$ cat config.mk
export PLATFORM = sky130hd
export DESIGN_NAME = mem_instr_sequencer
export DESIGN_NICKNAME = d
export VERILOG_FILES = /design/src/rtl/mem_instr_sequencer.sv
export SDC_FILE = /design/constraint.sdc
export NUM_CORES = 1
export LEC_CHECK = 0
export ABC_AREA = 1
export BUFFER_PORTS_ARGS = -buffer_cell sky130_fd_sc_hd__buf_2
export CAP_MARGIN = 40
export CORE_MARGIN = 2
export CORE_UTILIZATION = 48
export CTS_BUF_LIST = sky130_fd_sc_hd__clkbuf_4 sky130_fd_sc_hd__clkbuf_8
export DETAILED_ROUTE_END_ITERATION = 12
export PLACE_DENSITY = 0.84
export SLEW_MARGIN = 10
export SYNTH_ARGS = -nofsm -noshare
export SYNTH_HDL_FRONTEND = slang
export SYNTH_SLANG_ARGS = --single-unit
$ cat constraint.sdc
create_clock -name clock -period 2.2 [get_ports clock]
set_input_delay 0.33 -clock clock [delete_from_list [all_inputs] [get_ports clock]]
set_output_delay 0.33 -clock clock [all_outputs]
set_load 0.01 [all_outputs]
$ cat src/rtl/mem_instr_sequencer.sv
// Control-step sequencer for ld/ldi/st: fetch, base+offset add, memory access.
// Ports: clock/clear, start, ir_opcode, mem_ready -> busy, done, error, step, strobes, alu_op.
module mem_instr_sequencer #(
  parameter int OPC_W = 5,
  parameter logic [OPC_W-1:0] LD_OP  = 'd0,
  parameter logic [OPC_W-1:0] LDI_OP = 'd1,
  parameter logic [OPC_W-1:0] ST_OP  = 'd2,
  parameter logic [OPC_W-1:0] ADD_OP = 'd3,
  parameter int TIMEOUT = 16
) (
  input  logic             clock,
  input  logic             clear,
  input  logic             start,
  input  logic [OPC_W-1:0] ir_opcode,
  input  logic             mem_ready,
  output logic             busy,
  output logic             done,
  output logic             error,
  output logic [3:0]       step,
  output logic             PCout,
  output logic             IncPC,
  output logic             PCin,
  output logic             ZlowIn,
  output logic             Zlowout,
  output logic             MARin,
  output logic             MDRin,
  output logic             MDRout,
  output logic             IRin,
  output logic             Read,
  output logic             Write,
  output logic             Gra,
  output logic             Grb,
  output logic             Rout,
  output logic             Rin,
  output logic             BAout,
  output logic             Yin,
  output logic             Cout,
  output logic             mdr_bus_sel,
  output logic [OPC_W-1:0] alu_op
);

  localparam int CW =
    (TIMEOUT > 0) ? $clog2(TIMEOUT + 1) : 1;
  localparam logic [CW-1:0] TO_LAST =
    (TIMEOUT > 0) ? CW'(TIMEOUT - 1) : '0;

  typedef enum logic [3:0] {
    S_IDLE = 4'd0,
    S_T0   = 4'd1,
    S_T1   = 4'd2,
    S_T1L  = 4'd3,
    S_T2   = 4'd4,
    S_T3   = 4'd5,
    S_T4   = 4'd6,
    S_T5I  = 4'd7,
    S_T5   = 4'd8,
    S_T6   = 4'd9,
    S_T6L  = 4'd10,
    S_T7   = 4'd11,
    S_T6S  = 4'd12,
    S_T7S  = 4'd13,
    S_DONE = 4'd14,
    S_ERR  = 4'd15
  } state_t;

  state_t          state_q;
  state_t          state_d;
  logic [CW-1:0]   cnt_q;
  logic [CW-1:0]   cnt_d;
  logic            is_wait;
  logic            timed_out;
  logic            op_ld;
  logic            op_ldi;
  logic            op_st;

  assign op_ld  = (ir_opcode == LD_OP);
  assign op_ldi = (ir_opcode == LDI_OP);
  assign op_st  = (ir_opcode == ST_OP);

  assign is_wait = (state_q == S_T1) ||
                   (state_q == S_T6) ||
                   (state_q == S_T7S);

  // mem_ready on the final count edge takes priority over the timeout
  assign timed_out = (TIMEOUT != 0) &&
                     !mem_ready &&
                     (cnt_q == TO_LAST);

  // Held at zero outside wait states, so each wait entry starts from 0
  always_comb begin
    cnt_d = '0;
    if (is_wait && !mem_ready)
      cnt_d = cnt_q + CW'(1);
  end

  always_ff @(posedge clock or negedge clear) begin
    if (!clear) begin
      state_q <= S_IDLE;
      cnt_q   <= '0;
    end else begin
      state_q <= state_d;
      cnt_q   <= cnt_d;
    end
  end

  always_comb begin
    state_d     = state_q;
    busy        = 1'b1;
    done        = 1'b0;
    error       = 1'b0;
    PCout       = 1'b0;
    IncPC       = 1'b0;
    PCin        = 1'b0;
    ZlowIn      = 1'b0;
    Zlowout     = 1'b0;
    MARin       = 1'b0;
    MDRin       = 1'b0;
    MDRout      = 1'b0;
    IRin        = 1'b0;
    Read        = 1'b0;
    Write       = 1'b0;
    Gra         = 1'b0;
    Grb         = 1'b0;
    Rout        = 1'b0;
    Rin         = 1'b0;
    BAout       = 1'b0;
    Yin         = 1'b0;
    Cout        = 1'b0;
    mdr_bus_sel = 1'b0;
    alu_op      = '0;
    unique case (state_q)
      S_IDLE: begin
        busy = 1'b0;
        if (start)
          state_d = S_T0;
      end
      S_T0: begin
        PCout   = 1'b1;
        IncPC   = 1'b1;
        ZlowIn  = 1'b1;
        MARin   = 1'b1;
        state_d = S_T1;
      end
      S_T1: begin
        Zlowout = 1'b1;
        PCin    = 1'b1;
        Read    = 1'b1;
        if (mem_ready)
          state_d = S_T1L;
        else if (timed_out)
          state_d = S_ERR;
      end
      S_T1L: begin
        Read    = 1'b1;
        MDRin   = 1'b1;
        state_d = S_T2;
      end
      S_T2: begin
        MDRout  = 1'b1;
        IRin    = 1'b1;
        state_d = S_T3;
      end
      S_T3: begin
        Grb   = 1'b1;
        BAout = 1'b1;
        Rout  = 1'b1;
        Yin   = 1'b1;
        if (op_ld || op_ldi || op_st)
          state_d = S_T4;
        else
          state_d = S_ERR;
      end
      S_T4: begin
        Cout    = 1'b1;
        ZlowIn  = 1'b1;
        alu_op  = ADD_OP;
        state_d = op_ldi ? S_T5I : S_T5;
      end
      S_T5I: begin
        Zlowout = 1'b1;
        Gra     = 1'b1;
        Rin     = 1'b1;
        state_d = S_DONE;
      end
      S_T5: begin
        Zlowout = 1'b1;
        MARin   = 1'b1;
        state_d = op_st ? S_T6S : S_T6;
      end
      S_T6: begin
        Read = 1'b1;
        if (mem_ready)
          state_d = S_T6L;
        else if (timed_out)
          state_d = S_ERR;
      end
      S_T6L: begin
        Read    = 1'b1;
        MDRin   = 1'b1;
        state_d = S_T7;
      end
      S_T7: begin
        MDRout  = 1'b1;
        Gra     = 1'b1;
        Rin     = 1'b1;
        state_d = S_DONE;
      end
      S_T6S: begin
        Gra         = 1'b1;
        Rout        = 1'b1;
        MDRin       = 1'b1;
        mdr_bus_sel = 1'b1;
        state_d     = S_T7S;
      end
      S_T7S: begin
        Write = 1'b1;
        if (mem_ready)
          state_d = S_DONE;
        else if (timed_out)
          state_d = S_ERR;
      end
      S_DONE: begin
        done    = 1'b1;
        state_d = S_IDLE;
      end
      S_ERR: begin
        error   = 1'b1;
        state_d = S_IDLE;
      end
      default: begin
        state_d = S_IDLE;
      end
    endcase
  end

  assign step = state_q;

endmodule
==> run summary <==
The final weighted congestion in routability-driven placement came out at 0.9292. The floorplan step defined a die boundary enclosing 1979 µm². The length of the first detailed-routing pass in iterations is 4. After floorplanning, the core was sized to cover 1524 µm². Along the worst path, the maximum fanout reaches 7. The cell area after placement came out at 934.6 µm².

The number of DRC violations after detailed routing came out at 0. The vertical extent of the die is 44.49 µm. The adder and majority cell fraction of the synthesized area came out at 0.03180. The highest attainable clock frequency came out at 509.4 MHz. The cell area after technology mapping came out at 787.0 µm². The multiplexer share of the synthesized area came out at 0. The share of post-route cells with drive strength above 1 is 0.3484.

The floorplan has 14 rows. STA classifies the critical path endpoint as a primary output. The final critical path time including I/O delays and setup is 1.963 ns. The sum of overflow across all layers after global routing is 0. The worst setup path is of the reg2out kind. The clock-pin transition on the worst setup and hold timing paths came out at 0.06 ns. The final non-filler cell area is 972.2 µm². The total setup violations reported at the end of the flow came out at 0. At the later pin of the worst-skew pair, clock insertion delay measures 0.26 ns.

The count of buffers added by post-CTS timing repair for setup is 0. Of the total power, the clock network draws 0.097. The part of the cycle the worst path needs is 0.8923. The leakage dissipation is 0.0005869 µW. The critical path's largest stage delay is 0.45 ns. The number of flops mapped to enable cells by yosys came out at 0. The min-delay analysis places its worst path in the category in2reg. Once layout is complete, the utilization of the core stands at 0.6379. Counting the fill cells in the layout gives 133.

For this run, the total global-route usage over all layers was measured as 0.2154. The signal on the critical path passes through nor2_1 -> inv_1 -> nor2_1 -> inv_1 -> o21ai_0 -> buf_2. The area used by sequential logic in the layout is 225.2 µm². The final hold violation count came out at 0. The slowest stage of the critical path is the sky130_fd_sc_hd__dfrtp_1 cell. The most used flip-flop cell after synthesis is sky130_fd_sc_hd__dfrtp_1. The share of synthesized flip-flops with an asynchronous set or reset is 1.000. The endpoint required time on the critical path is 1.87 ns. The number of warning messages in the yosys log is 0. The net count reported at finish came out at 167.

The cell count after placement is 166. The post-synthesis register bit count came out at 9. The most critical setup path has its startpoint at step[3]. The I/O pin total is 40. The violation count after the first detailed-route iteration came out at 40.

The critical path launch point type is a flop. The combinational group share of total power is 0.669. The post-synthesis instance total came out at 120. The count of distinct cell types in the synthesized netlist is 22. The total power draw is 1268 µW. The switching power total is 688.5 µW. The count of nets left with antenna violations once routing finished came out at 0. The initial antenna violation count is 0.

The maximum clock path buffer count came out at 2. The TritonCTS clock tree is done. Of the total synthesized cell area, the portion taken by XOR and XNOR cells is 0.01113.

The sequential share of the synthesized area came out at 0.2862. The area growth from synthesis to layout is 23.53%. The pin count of the biggest net entering global routing is 10. The proportion of power drawn by flip-flops and latches is 0.233. The net switching fraction of the power is 0.5428. The global-route wire length before repair came out at 3174 µm. The post-synthesis compound-gate area fraction came to 0.08744.

The clock sink count came out at 9. The startpoint identified for the worst hold timing path is start. The count of vias placed by the detailed router came out at 890. The multi-input gate area in the final layout came out at 434.2 µm². Buffers placed on the I/O ports in this run total 36. Of the total synthesized cell area, the portion taken by AND, OR, NAND and NOR gates is 0.4070. Setup repair after global routing left no endpoint under its margin. The max-slew violation count is 0.

The initial cell density of the core came out at 0.5164. After detailed routing, the average wire length per cell comes to 11.29 µm. The via count of the first global-routing pass is 761.

The internal power of the cells totals 579.8 µW. The half-perimeter wire length of the detailed placement result came out at 1624 µm. The via density per instance is 5.205.

The tree is rooted in a sky130_fd_sc_hd__clkbuf_4. The CTS H-tree depth came out at 1. The arrival time of the worst setup path came out at 1.63 ns. The clock buffer count from CTS came out at 3. The final standard cell count with taps included and fillers excluded is 171. The post-synthesis average cell area came out at 6.558 µm².

The maximum resistive drop on vdd came out at 0.0007960 V. The number of antenna cells inserted is 0. The post-route setup TNS is 0 ns. The tool flagged a number of max-cap violations equal to 0. The flow ran to the end, and the final reports show no timing, DRC or antenna violations. Power spread over the standard cell area amounts to 1305 nW/µm². The largest family of logic cells by synthesized area is simple AND/OR/NAND/NOR gates.

The total routed wirelength came out at 1931 µm. The startpoint identified for the worst register-to-register timing path is cnt_q[0]. Measured along the x axis, the die boundary spans 44.49 µm.

For the final database, setup skew stands at 0.0007741 ns.
==> metrics by stage <==
stage | setup slack (ns) | hold slack [ns]
3_5_place_dp | 0.5438 | 0.1830
3_3_place_gp | 0.5642 | 0.1815
5_1_grt | 0.1112 | 0.3300
2_1_floorplan | 0.6410 | 0.03441
6_report | 0.2369 | 0.3118
4_1_cts | 0.2554 | 0.3100
==> cells in the final DEF (no fill, tap or decap), types with 2 or more instances in the layout <==
cell type	n
sky130_fd_sc_hd__nand3_1	10
sky130_fd_sc_hd__nand2_1	20
sky130_fd_sc_hd__nor2_2	3
sky130_fd_sc_hd__ha_1	2
sky130_fd_sc_hd__buf_2	36
sky130_fd_sc_hd__a21oi_1	2
sky130_fd_sc_hd__inv_2	2
sky130_fd_sc_hd__nor2_1	22
sky130_fd_sc_hd__nand2_2	4
sky130_fd_sc_hd__nor2_4	2
sky130_fd_sc_hd__conb_1	3
sky130_fd_sc_hd__o21ai_0	6
sky130_fd_sc_hd__inv_1	18
sky130_fd_sc_hd__clkbuf_4	3
sky130_fd_sc_hd__nand4_1	3
sky130_fd_sc_hd__o22ai_1	2
sky130_fd_sc_hd__dfrtp_1	9
==> power by group through the flow <==
stage | Combinational, µW | Clock [µW] | Sequential (µW)
after floorplan | 564 | 0 | 299
after global placement | 829 | 0 | 292
after detailed placement | 842 | 0 | 298
after CTS | 846 | 129 | 295
after global routing | 941 | 138 | 304
final | 849 | 124 | 296
==> state kept, by name (all words and copies together), names as in the netlist <==
name / count
cnt_q: 5
step: 4
==> path summary, 6_finish.rpt <==
path	to	slack, ns	cells after the start
worst min register to register	cnt_q[0]	0.47	1
worst min-delay path	step[0]	0.31	3
worst max register to register	step[0]	0.66	12
max in group asynchronous	cnt_q[3]	1.60	2
worst max-delay path	ZlowIn	0.24	6
min in group asynchronous	cnt_q[2]	0.44	2
==> per-layer routing <==
metal | global-route usage | vias up | wire [µm]
li1 | - | 439 | -
met3 | 0.05306 | 2 | 172
met1 | 0.2817 | 408 | 766
met5 | 0 | - | 0
met4 | 0.04242 | 0 | 19
met2 | 0.3594 | 41 | 973
==> cells by family after synthesis <==
| kind of cell | after synthesis |
|---|---|
| other | 1 |
| AOI/OAI and AO/OA | 12 |
| and+or+nand+nor | 67 |
| xor gates and xnor gates | 1 |
| adders and majority gates | 2 |
| DFF | 9 |
| buffers and inverters | 28 |
==> synth_stat cells (all sizes together) (2+ instances only) <==
library cell  number  area, µm²
a21oi              2      10.01
buf                8      60.06
dfrtp              9      225.2
ha                 2      25.02
inv               20      75.07
nand2             24      100.1
nand3             11      60.06
nand4              3      18.77
nor2              27      123.9
o21ai              7      38.79
o22ai              2      12.51
==> layout make-up <==
cell class | instances | area share
Clock inverter | 1 | 0.005148
Timing Repair Buffer | 37 | 0.1956
Clock buffer | 3 | 0.02317
Inverter | 20 | 0.07722
Multi-Input combinational cell | 85 | 0.4466
Tap cell | 16 | 0.02059
Sequential cell | 9 | 0.2317
==> worst max-delay path, delay by kind of cell (launching register included) <==
kind	cells	cell delay (ns)
simple gates	2	0.55
flops	1	0.45
compound gates	1	0.06
buf+inv	3	0.31
==> repair_timing <==
item / 4_1_cts / 5_1_grt
hold endpoints to repair: 9 / 0
hold buffers: 1 / 0
resized for setup: 0 / 0
setup endpoints to repair: 0 / 0
Power figures use the tool's default switching activity.
